**src/rtl/serial_addsub_ctrl.sv**
```systemverilog
// ---------------------------------------------------------------------------
// serial_addsub_ctrl
//
// Bit-serial sequencer for the shared 1-bit full_adder / full_sub cells.
// A WIDTH-bit add or subtract is accepted with start, then processed one
// bit per cycle, LSB first. Each cycle the controller drives one operand bit
// pair plus the running carry/borrow into both cells. It shifts the selected
// cell output into the result register.
//
// Ports
//   clk, rst           rising-edge clock, synchronous active-high reset
//   start, op, a, b    request strobe (IDLE only), 0=add / 1=sub, operands
//   busy               high while bits are processed
//   done               one-cycle completion pulse
//   result, flag       sum/difference and carry/borrow-out, held until next done
//   cell_a, cell_b     current operand bits to both cells (0 outside RUN)
//   cell_cin           running carry/borrow to both cells (0 outside RUN)
//   fa_s, fa_cout      full_adder outputs (combinational from cell_*)
//   fs_d, fs_bout      full_sub outputs (combinational from cell_*)
// ---------------------------------------------------------------------------
module serial_addsub_ctrl #(
    parameter int WIDTH = 8
) (
    input  logic             clk,
    input  logic             rst,
    input  logic             start,
    input  logic             op,
    input  logic [WIDTH-1:0] a,
    input  logic [WIDTH-1:0] b,
    output logic             busy,
    output logic             done,
    output logic [WIDTH-1:0] result,
    output logic             flag,
    output logic             cell_a,
    output logic             cell_b,
    output logic             cell_cin,
    input  logic             fa_s,
    input  logic             fa_cout,
    input  logic             fs_d,
    input  logic             fs_bout
);

    localparam int CW = $clog2(WIDTH) + 1;
    localparam logic [CW-1:0] LAST_BIT = CW'(WIDTH - 1);

    typedef enum logic [1:0] {
        IDLE = 2'd0,
        RUN  = 2'd1,
        DONE = 2'd2
    } state_t;

    state_t           state;
    logic [WIDTH-1:0] a_sh;
    logic [WIDTH-1:0] b_sh;
    logic [WIDTH-1:0] r_sh;
    logic             op_q;
    logic             cy;
    logic [CW-1:0]    cnt;

    // Output of whichever cell the latched op selects, for the current bit.
    logic             bit_out;
    logic             cy_next;
    logic [WIDTH-1:0] r_next;

    assign bit_out = op_q ? fs_d : fa_s;
    assign cy_next = op_q ? fs_bout : fa_cout;
    assign r_next  = {bit_out, r_sh[WIDTH-1:1]};

    // busy is a registered copy of (state == RUN), so gating with it forces
    // the cell inputs to 0 in every other state.
    assign cell_a   = busy & a_sh[0];
    assign cell_b   = busy & b_sh[0];
    assign cell_cin = busy & cy;

    // NOTE: all state updates use non-blocking assignments. Every register
    // then samples the pre-edge values, so r_next and cy_next see this
    // cycle's shift registers rather than a half-updated mix.
    always_ff @(posedge clk) begin
        if (rst) begin
            // NOTE: the shift registers are plain flops, not a memory array,
            // so clearing them on reset is cheap. It also keeps an aborted
            // operation from leaking stale bits.
            state  <= IDLE;
            busy   <= 1'b0;
            done   <= 1'b0;
            result <= '0;
            flag   <= 1'b0;
            a_sh   <= '0;
            b_sh   <= '0;
            r_sh   <= '0;
            op_q   <= 1'b0;
            cy     <= 1'b0;
            cnt    <= '0;
        end else begin
            case (state)
                IDLE: begin
                    done <= 1'b0;
                    if (start) begin
                        a_sh  <= a;
                        b_sh  <= b;
                        r_sh  <= '0;
                        op_q  <= op;
                        cy    <= 1'b0;
                        cnt   <= '0;
                        busy  <= 1'b1;
                        state <= RUN;
                    end
                end

                RUN: begin
                    a_sh <= a_sh >> 1;
                    b_sh <= b_sh >> 1;
                    r_sh <= r_next;
                    cy   <= cy_next;
                    cnt  <= cnt + CW'(1);
                    // The last bit is folded straight into result/flag, so
                    // done rises on the same edge that consumes bit WIDTH-1.
                    if (cnt == LAST_BIT) begin
                        result <= r_next;
                        flag   <= cy_next;
                        busy   <= 1'b0;
                        done   <= 1'b1;
                        state  <= DONE;
                    end
                end

                DONE: begin
                    done  <= 1'b0;
                    state <= IDLE;
                end

                default: begin
                    busy  <= 1'b0;
                    done  <= 1'b0;
                    state <= IDLE;
                end
            endcase
        end
    end

endmodule

```
**config.mk**
```make
export PLATFORM = sky130hd
export DESIGN_NAME = serial_addsub_ctrl
export DESIGN_NICKNAME = d
export VERILOG_FILES = /design/src/rtl/serial_addsub_ctrl.sv
export SDC_FILE = /design/constraint.sdc
export NUM_CORES = 1
export LEC_CHECK = 0
export CORE_ASPECT_RATIO = 0.8
export CORE_UTILIZATION = 53
export CTS_CLUSTER_DIAMETER = 80
export DETAILED_ROUTE_END_ITERATION = 6
export HOLD_SLACK_MARGIN = 0.15
export PLACE_DENSITY = 0.83
export SLEW_MARGIN = 10
export SYNTH_ARGS = -nofsm -noshare
export SYNTH_HDL_FRONTEND = slang
export SYNTH_SLANG_ARGS = --single-unit
```
**constraint.sdc**
```tcl
create_clock -name clk -period 3 [get_ports clk]
set_input_delay 0.45 -clock clk [delete_from_list [all_inputs] [get_ports clk]]
set_output_delay 0.45 -clock clk [all_outputs]
set_load 0.02 [all_outputs]
```
==> results.md, run 1 <==
* Synth Area in Simple Gates at 14.88%
* Final Max Slew Viols at 0
* Antenna Nets Post-Route at 0
* Synth Flop Type: dfxtp_1
* Post-cts sizing count at 0
* Slew @ Worst Pin at 781.9 ps
* Placed Area at 2093 µm²
* WL/cell at 15.22 µm
* Die Area at 3553 µm²
* Post-synthesis xor/xnor area fraction at 0%
* Setup Skew at 5.905 ps
* Synth Net Count at 215
* Pwr per Cell Area at 529.3 nW/µm²
* Drc violations at 0
* Mapped Area at 1758 µm²
* Final nets at 245
* Worst skew pair latency at 300 ps
* Total CTS buffers at 5
* Reg area at 840.8 µm²
* Worst Path Arrival at 2150 ps
* Die width at 66.39 µm
* Worst R2R Path Depth at 4
* Final hold slack at 465.7 ps
* Fmax at 526.6 MHz
* Final instance area at 2202 µm²
* Worst setup path endpoint: b_sh[2]
* Adder-Cell Fraction of Synth Area at 0.7117%
* Final hold vios at 0
* FF-to-FF End: b_sh[2]
* Final wirelength at 3972 µm
* Largest family of logic cells by synthesized area: compound AO/OA/AOI/OAI gates
* Period utilization at 63.30%
* Crit path kind: in2reg
* Setup TNS at 0 ps
* Status: finished, final reports clean
* EDFF count, synth at 0
* Placer Congestion at 0.7626
* Number of global-route vias before repair at 1453
* Largest net degree at the start of global routing at 18
* Number of synthesized register bits at 42
* H-tree levels at 2
* CP startpoint kind: input port
* Synth Instances at 190
* Drt first-iter violations at 134
* First-pass GRT wire length at 6665 µm
* First-pass DRT Iterations at 4
* Post-synthesis compound-gate area fraction at 28.40%
* Syn Area/Cell at 9.252 µm²
* FILL cells at 224
* Worst vdd ir at 0.3734 mV
* Clock slew at reported path FFs at 80 ps
* Max cap viols at 0
* Initial antenna violation count at 0
* Routed vias at 1514
* Core ar. at 3131 µm²
* CP max FO at 14
* Hold buffers post-CTS at 0
* Root Buffer: clkbuf_8
* Io pins at 38
* Clock Sinks at 42
* Final worst path period need at 1899 ps
* DP HPWL at 2692 µm
* Reg2Reg Launch Point: state[0]
* Lkg Pwr at 0.7952 nW
* Post-CTS setup buffers at 0
* Total congestion overflow at 0
* Critical Path End Type: flop
* Cell Rows at 18
* TritonCTS clock tree: built
* Area of the multi-input gates at 805.8 µm²
* Slew margin rel. at 47.68%
* RSZ-0062 raised after global routing: no
* Number of distinct library cells after synthesis at 36
* Diodes inserted at 0
* Initial Util at 56.16%
* Total Routing Usage GR at 25.54%
* CTS Buffer Depth at 2
* Die outline height at 53.51 µm
* Vias per cell at 5.801
* Post-synth ARST share at 0%
* Yosys warning total at 0
* Post-synthesis mux area share at 1.851%
* Register area share after synthesis at 47.83%
* Worst min path class: reg2reg
* Critical path startpoint: start
* Area delta synth->final at 25.27%
* Final setup viols at 0
* Port bufs at 37
* Layout cell share with drive strength beyond 1 at 12.22%
* R2R setup slack at 1390 ps
* Worst EP required at 3250 ps
[critical path, stage by stage]
cell and delay (ps):
clkdlybuf4s50_1 680, o21ba_4 380, nor2_2 390, a221o_2 230
[flip-flops by register name, summed over array words and instances, names as in the netlist]
register  cells
a_sh          8
b_sh          8
busy          1
cnt           4
cy            1
done          1
flag          1
op_q          1
r_sh          7
result        8
state         2
[kinds of logic after synthesis]
kind of cell               count (synthesis)
buffers and inverters                     19
adders and majority gates                  1
muxes                                      3
and+or+nand+nor                           48
AOI/OAI and AO/OA                         77
DFF                                       42
[where the power goes]
| group | switching, mW | total, mW | internal (mW) |
|---|---|---|---|
| clock network | 0.195 | 0.440 | 0.245 |
| logic | 0.0646 | 0.130 | 0.0649 |
| registers | 0.0146 | 0.596 | 0.581 |
| total | 0.275 | 1.17 | 0.891 |
[worst min-delay path by stage]
stage,from,end,slack (ps),cells after the start
final,done,done,470,1
after global routing,done,done,490,1
after CTS,done,done,470,1
after detailed placement,done,done,450,1
after global placement,done,done,460,1
after floorplan,cy,cy,440,1
[layout by cell type (no fill, tap or decap), types with 5 or more instances in the layout]
master and count:
nand3_1 9, nor2_1 11, clkdlybuf4s50_1 37, o21ai_0 21, dfxtp_1 42, nor3_1 5, a22o_2 9, o2bb2ai_1 7
nand2_1 5, o22ai_1 7, a21oi_1 25, clkbuf_8 5
[per-layer routing]
metal / GRT usage (%) / up-vias / share of wire [%]
met2: 40.48 / 56 / 45
met3: 5.819 / 7 / 5.9
li1: - / 752 / -
met4: 11.35 / 0 / 1.5
met5: 0 / - / 0
met1: 33.38 / 699 / 47
[cell usage after synthesis (all sizes together) (5+ instances only)]
| cell | count | area (µm²) |
|---|---|---|
| o21ai | 21 | 105.1 |
| o22ai | 7 | 43.79 |
| o2bb2ai | 7 | 61.31 |
| dfxtp | 42 | 840.8 |
| a21oi | 25 | 125.1 |
| nor2 | 12 | 47.55 |
| nand2 | 5 | 18.77 |
| nand3 | 9 | 45.04 |
| clkbuf | 5 | 20.01 |
| a22o | 9 | 90.09 |
| nor3 | 5 | 25.02 |
| buf | 11 | 80.07 |
[final cells by class]
type | count | area share (%)
clock buffer | 5 | 3.125
tap | 40 | 2.273
sequential | 42 | 38.18
inverter | 3 | 0.5114
multi-input combinational | 129 | 36.59
timing repair buffer | 39 | 17.50
clock inverter | 3 | 1.818
[stage by stage]
stage | power [mW] | instances | setup WS, ps | utilization, %
3_5_place_dp | 0.7362 | 253 | 810.3 | 66.87
6_report | 1.166 | 261 | 1101 | 70.34
5_1_grt | 1.214 | 261 | 1002 | 70.34
4_1_cts | 1.168 | 261 | 1085 | 70.34
2_1_floorplan | 0.6861 | 190 | 1812 | -
3_3_place_gp | 0.7304 | 253 | 887.3 | 66.87
No activity file was read; power rests on OpenSTA's default activity.
==> inputs of run 2 (changes only) <==
--- a/config.mk
+++ b/config.mk
@@ -6,11 +6,11 @@
 export NUM_CORES = 1
 export LEC_CHECK = 0
 export CORE_ASPECT_RATIO = 0.8
-export CORE_UTILIZATION = 53
+export CORE_UTILIZATION = 45
 export CTS_CLUSTER_DIAMETER = 80
 export DETAILED_ROUTE_END_ITERATION = 6
 export HOLD_SLACK_MARGIN = 0.15
-export PLACE_DENSITY = 0.83
+export PLACE_DENSITY = 0.75
 export SLEW_MARGIN = 10
 export SYNTH_ARGS = -nofsm -noshare
 export SYNTH_HDL_FRONTEND = slang
==> constraint.sdc (replaced) <==
create_clock -name clk -period 1.6 [get_ports clk]
set_input_delay 0.24 -clock clk [delete_from_list [all_inputs] [get_ports clk]]
set_output_delay 0.24 -clock clk [all_outputs]
set_load 0.02 [all_outputs]
==> run 2 against run 1 <==
Against the previous run:
- total power is 71% higher
- setup slack worse by 970 ps
- combinational power rose by 96%
- die area rose by 17%
- routed wire length down 0.50%
- clock power rose by 41%
- sequential power is 88% higher
- worst hold slack gained 6.4 ps
==> results.md, run 2 (synthesized netlist as in run 1, its figures left out) <==
* Status: finished, final reports clean
* Period utilization at 91.98%
* Final wirelength at 3952 µm (-0.50%)
* Lkg Pwr at 0.8530 nW (+7.3%)
* CP max stage delay at 610 ps (-70 ps)
* Number of global-route vias before repair at 1465 (+0.83%)
* Root Buffer: clkbuf_8
* Pwr per Cell Area at 884.8 nW/µm² (+67%)
* Worst vdd ir at 0.6283 mV (+68%)
* Worst skew pair latency at 290 ps (about the same)
* Max cap viols at 0 (unchanged)
* Slew margin rel. at 70.46% (+23 points)
* TritonCTS clock tree: built
* Initial Util at 48.97% (-7.2 points)
* Setup TNS at 0 ps (unchanged)
* Buf/Inv on CP at 1 (unchanged)
* Largest registers: a_sh (8), b_sh (8), result (8)
* Commonest cells after routing, fill and taps aside: dfxtp_1, clkdlybuf4s50_1, a21oi_1
* DP HPWL at 2834 µm (+5.3%)
* Worst Path Arrival at 1230 ps (-920 ps)
* Total congestion overflow at 0 (unchanged)
* Antenna Nets Post-Route at 0 (unchanged)
* Vias per cell at 5.652 (-2.6%)
* CP max-delay cell: clkdlybuf4s50_1
* Die Area at 4162 µm² (+17%)
* Cell Rows at 19 (+1)
* Largest net degree at the start of global routing at 15 (-3)
* Final nets at 255 (+4.1%)
* CP cell instances: clkdlybuf4s50_1
* Port bufs at 37 (unchanged)
* CP startpoint kind: flop
* Setup Slack @ Placement at -34.27 ps (-844.6 ps)
* Diodes inserted at 0 (unchanged)
* Drt first-iter violations at 133 (-0.75%)
* Final setup viols at 0 (unchanged)
* Hold buffers post-CTS at 0 (unchanged)
* Crit path kind: reg2out
* Total Routing Usage GR at 20.37% (-5.2 points)
* Final worst path period need at 1472 ps
* WL/cell at 14.01 µm (-7.9%)
* Total CTS buffers at 5 (unchanged)
* Layout cell share with drive strength beyond 1 at 14.78% (+2.6 points)
* Routed vias at 1594 (+5.3%)
* Drc violations at 0 (unchanged)
* Final Max Slew Viols at 0 (unchanged)
* Setup WS post-layout at 128.3 ps (-972.7 ps)
* Clock slew at reported path FFs at 70 ps (about the same)
* Worst EP required at 1360 ps (-1890 ps)
* RSZ-0062 raised after global routing: no
* First-pass GRT wire length at 6520 µm (-2.2%)
* Critical Path End Type: primary output
* CTS Buffer Depth at 2 (unchanged)
* Io pins at 38 (unchanged)
* Setup Skew at 6.900 ps (+0.9951 ps)
* Final hold vios at 0 (unchanged)
* CP max FO at 2 (-12)
* H-tree levels at 2 (unchanged)
* First-pass DRT Iterations at 4 (unchanged)
* Initial antenna violation count at 0 (unchanged)
* Top delay family on crit path: buffers and inverters
* Placer Congestion at 0.7791 (+2.2%)
* Final instance area at 2258 µm² (+2.6%)
* Worst min path class: reg2reg
* Area delta synth->final at 28.47%
* Slew @ Worst Pin at 441.7 ps (-340.2 ps)
* Core ar. at 3590 µm² (+15%)
* Fmax at 679.5 MHz
* Clock Sinks at 42 (unchanged)
* Die outline height at 57.91 µm (+8.2%)
* Die width at 71.88 µm (+8.3%)
* Placed Area at 2183 µm² (+4.3%)
* Commonest non-fill, non-tap cell in the layout: dfxtp_1
run 2: per-layer routing:
metal	vias up	global-route usage, %	share of wire (%)
met2	46	31.67	46
met4	0	9.524	1.9
met5	-	0	0
met3	9	4.696	4.1
li1	768	-	-
met1	771	27.11	48
run 2: report_power, final:
part           total (mW)  internal (mW)  switching, mW
logic               0.255          0.135          0.121
registers            1.12           1.09         0.0305
clock network       0.622          0.300          0.321
total                2.00           1.53          0.473
run 2: final timing paths:
check                            start         to  slack [ps]  depth (start not counted)
worst max register to register  cnt[0]  result[4]         170                          4
worst max-delay path              flag       flag         130                          1
worst min register to register    done       done         470                          1
worst min-delay path              done       done         470                          1
run 2: final cells by class:
cell class | count | area, µm²
flip-flops and latches | 42 | 840.8
well taps | 52 | 65.06
repair buffers | 49 | 459.2
clock buffers | 7 | 76.32
fillers | 295 | 1331
inverters | 3 | 11.26
multi-input cells | 129 | 805.8
run 2: timing repair:
| action | in CTS | in global routing |
|---|---|---|
| buffers inserted | 0 | 0 |
| pin swaps | 0 | 0 |
| setup endpoints to repair | 3 | 1 |
| gates resized for setup | 3 | 1 |
run 2: metrics by stage:
step / instances / hold slack, ps / utilization (%) / total power [mW]
after CTS: 282 / 475.6 / 62.84 / 2.013
after global placement: 275 / 455.8 / 60.82 / 1.388
after detailed placement: 275 / 461.1 / 60.82 / 1.399
after global routing: 282 / 486.4 / 62.91 / 2.096
after floorplan: 190 / 387.2 / - / 1.286
final: 282 / 472.1 / 62.91 / 1.998
==> patch, RTL diff (config.mk and constraints of run 2) <==
Set the parameter `WIDTH` to 4 (it was 8).
--- a/src/rtl/serial_addsub_ctrl.sv
+++ b/src/rtl/serial_addsub_ctrl.sv
@@ -20,5 +20,5 @@
 // ---------------------------------------------------------------------------
 module serial_addsub_ctrl #(
-    parameter int WIDTH = 8
+    parameter int WIDTH = 4
 ) (
     input  logic             clk,
Ports: changed (resized a, b and result); port bits go from 38 to 26. The function was not compared with the original's and may differ.
==> patch against run 2 <==
The flow now finishes with violations (DRC). Sequential cell count decreased by 17. Setup slack got worse by 0.048 ns. Synthesized cell count is 46% lower. Non-clock buffer count shrank 18. Synthesized area is 38% lower. Routed wire length down 47%. Total power shrank 43%. Final area fell by 38%. Clock power shrank 54%. Sequential power fell by 40%. Maximum frequency shrank 3.1%. Sequential share of layout area fell by 1.2 points. Critical path type unchanged. Largest cell class is now multi-input combinational cells.
==> patch: results (changes against run 2) <==
| Metric | Value |
|---|---|
| Finished Layout Cells | 156 (-45%) |
| M1 GR Usage | 0.215 (-0.0566) |
| Leakage | 0.563 nW (-34%) |
| Worst VDD drop | 0.000459 V (-27%) |
| Rel. slew slack | 0.649 (-0.0558) |
| PortBufs | 25 (-32%) |
| Total GRT Usage | 0.177 (-0.0272) |
| Skew-Pair Late Insertion Delay | 0.32 ns (+0.03 ns) |
| Most frequent cells after synthesis | dfxtp_1, nor2_1, mux2i_1 |
| Status | complete, but fails checks |
| Met2 Use GR | 0.292 (-0.0249) |
| Nets | 150 (-41%) |
| Clk root buf | clkbuf_4 |
| Hpwl dp | 1580 um (-44%) |
| Critical Path AT | 1.28 ns (+0.05 ns) |
| Failing checks | DRC |
| Regs by FF count | a_sh x4, b_sh x4, result x4 |
| Netlist cell types | 23 (-36%) |
| Iter 0 DRT Violations | 16 (-88%) |
| Synthesized instance count | 102 (-46%) |
| M3 GR Usage | 0.0597 (+0.0127) |
| Vias in the first global route | 741 (-49%) |
| Num CTS Buffers | 3 (-2) |
| Layout cells sized above 1 | 0.160 (+0.0125) |
| Ranking of synthesized cells by area | dfxtp_1, mux2i_1, a211oi_2, nor2_1, a22oi_1 |
| First-pass GRT wire length | 3350 um (-49%) |
| Placer's final routability congestion estimate | 0.785 (+0.74%) |
| CTS clock-pin slew for the worst setup and hold paths | 0.13 ns (+0.06 ns) |
| Mapped Nets | 120 (-44%) |
| Dpl ws | 0.0737 ns (+0.108 ns) |
| Routed WL per cell | 13.5 um (-4.0%) |
| Share of the yosys chip area belonging to registers | 0.460 (-0.0185) |
| Clock skew | 0.00314 ns (-0.00376 ns) |
| Internal power | 0.847 mW (-44%) |
| Vias after detailed routing | 818 (-49%) |
| Clock H-tree levels | 1 (-1) |
| Initial antenna violation count | 0 (unchanged) |
| DRC | 2 (+2) |
| Initial DRT Pass Iterations | 6 (+2) |
[patch: power by group through the flow]
stage | combinational [mW] | sequential [mW] | clock, mW
CTS | 0.182 | 0.674 | 0.293
global route | 0.194 | 0.679 | 0.322
finish | 0.179 | 0.674 | 0.287
global placement | 0.178 | 0.686 | 0
floorplan | 0.117 | 0.682 | 0
detailed placement | 0.182 | 0.688 | 0
[patch: worst register-to-register path: stages (launching register included)]
cell	delay, ns
dfxtp_1	0.41
ha_1	0.18
ha_1	0.16
and3b_1	0.39
mux2i_1	0.23
nor2_1	0.05
[patch: layout make-up]
| class | count | area [um2] |
|---|---|---|
| tap | 25 | 31.3 |
| fill | 197 | 822 |
| sequential | 25 | 502 |
| multi-input combinational | 69 | 529 |
| inverter | 2 | 7.51 |
| timing repair buffer | 31 | 297 |
| clock buffer | 4 | 26.3 |
[patch: timing repair]
action | in CTS | in global routing
pin swaps | 0 | 0
endpoints found under the setup margin | 4 | 2
gates resized for setup | 4 | 2
[patch: path summary, 6_finish.rpt]
kind / endpoint / slack [ns] / depth (start not counted) / from
setup / recovery: flag / 0.08 / 1 / flag
hold / removal: done / 0.51 / 2 / done
setup reg to reg: result[1] / 0.10 / 5 / cnt[0]
hold reg to reg: done / 0.51 / 2 / done
[patch: through the flow]
| stage | instance area (um2) | utilization | total power, mW | hold WS (ns) |
|---|---|---|---|---|
| 4_1_cts | 1390 | 0.627 | 1.15 | 0.510 |
| 2_1_floorplan | 1090 | - | 0.799 | 0.387 |
| 6_report | 1390 | 0.629 | 1.14 | 0.506 |
| 3_5_place_dp | 1360 | 0.616 | 0.870 | 0.490 |
| 3_3_place_gp | 1360 | 0.616 | 0.864 | 0.467 |
| 5_1_grt | 1390 | 0.629 | 1.19 | 0.545 |
[patch: metal layers]
metal | routed length [um] | part of all wire
met1 | 1010 | 0.48
met5 | 0 | 0
met3 | 109 | 0.052
met2 | 941 | 0.45
met4 | 42 | 0.020
[patch: cells by family (layout without fill, tap and decap cells)]
group           Yosys count  in the layout  synth area share
flops                    25             25             0.460
buf+inv                   8             37            0.0540
simple gates             33             33             0.151
fa+ha+maj                 2              2            0.0230
mux                      13             13             0.120
compound gates           21             21             0.193
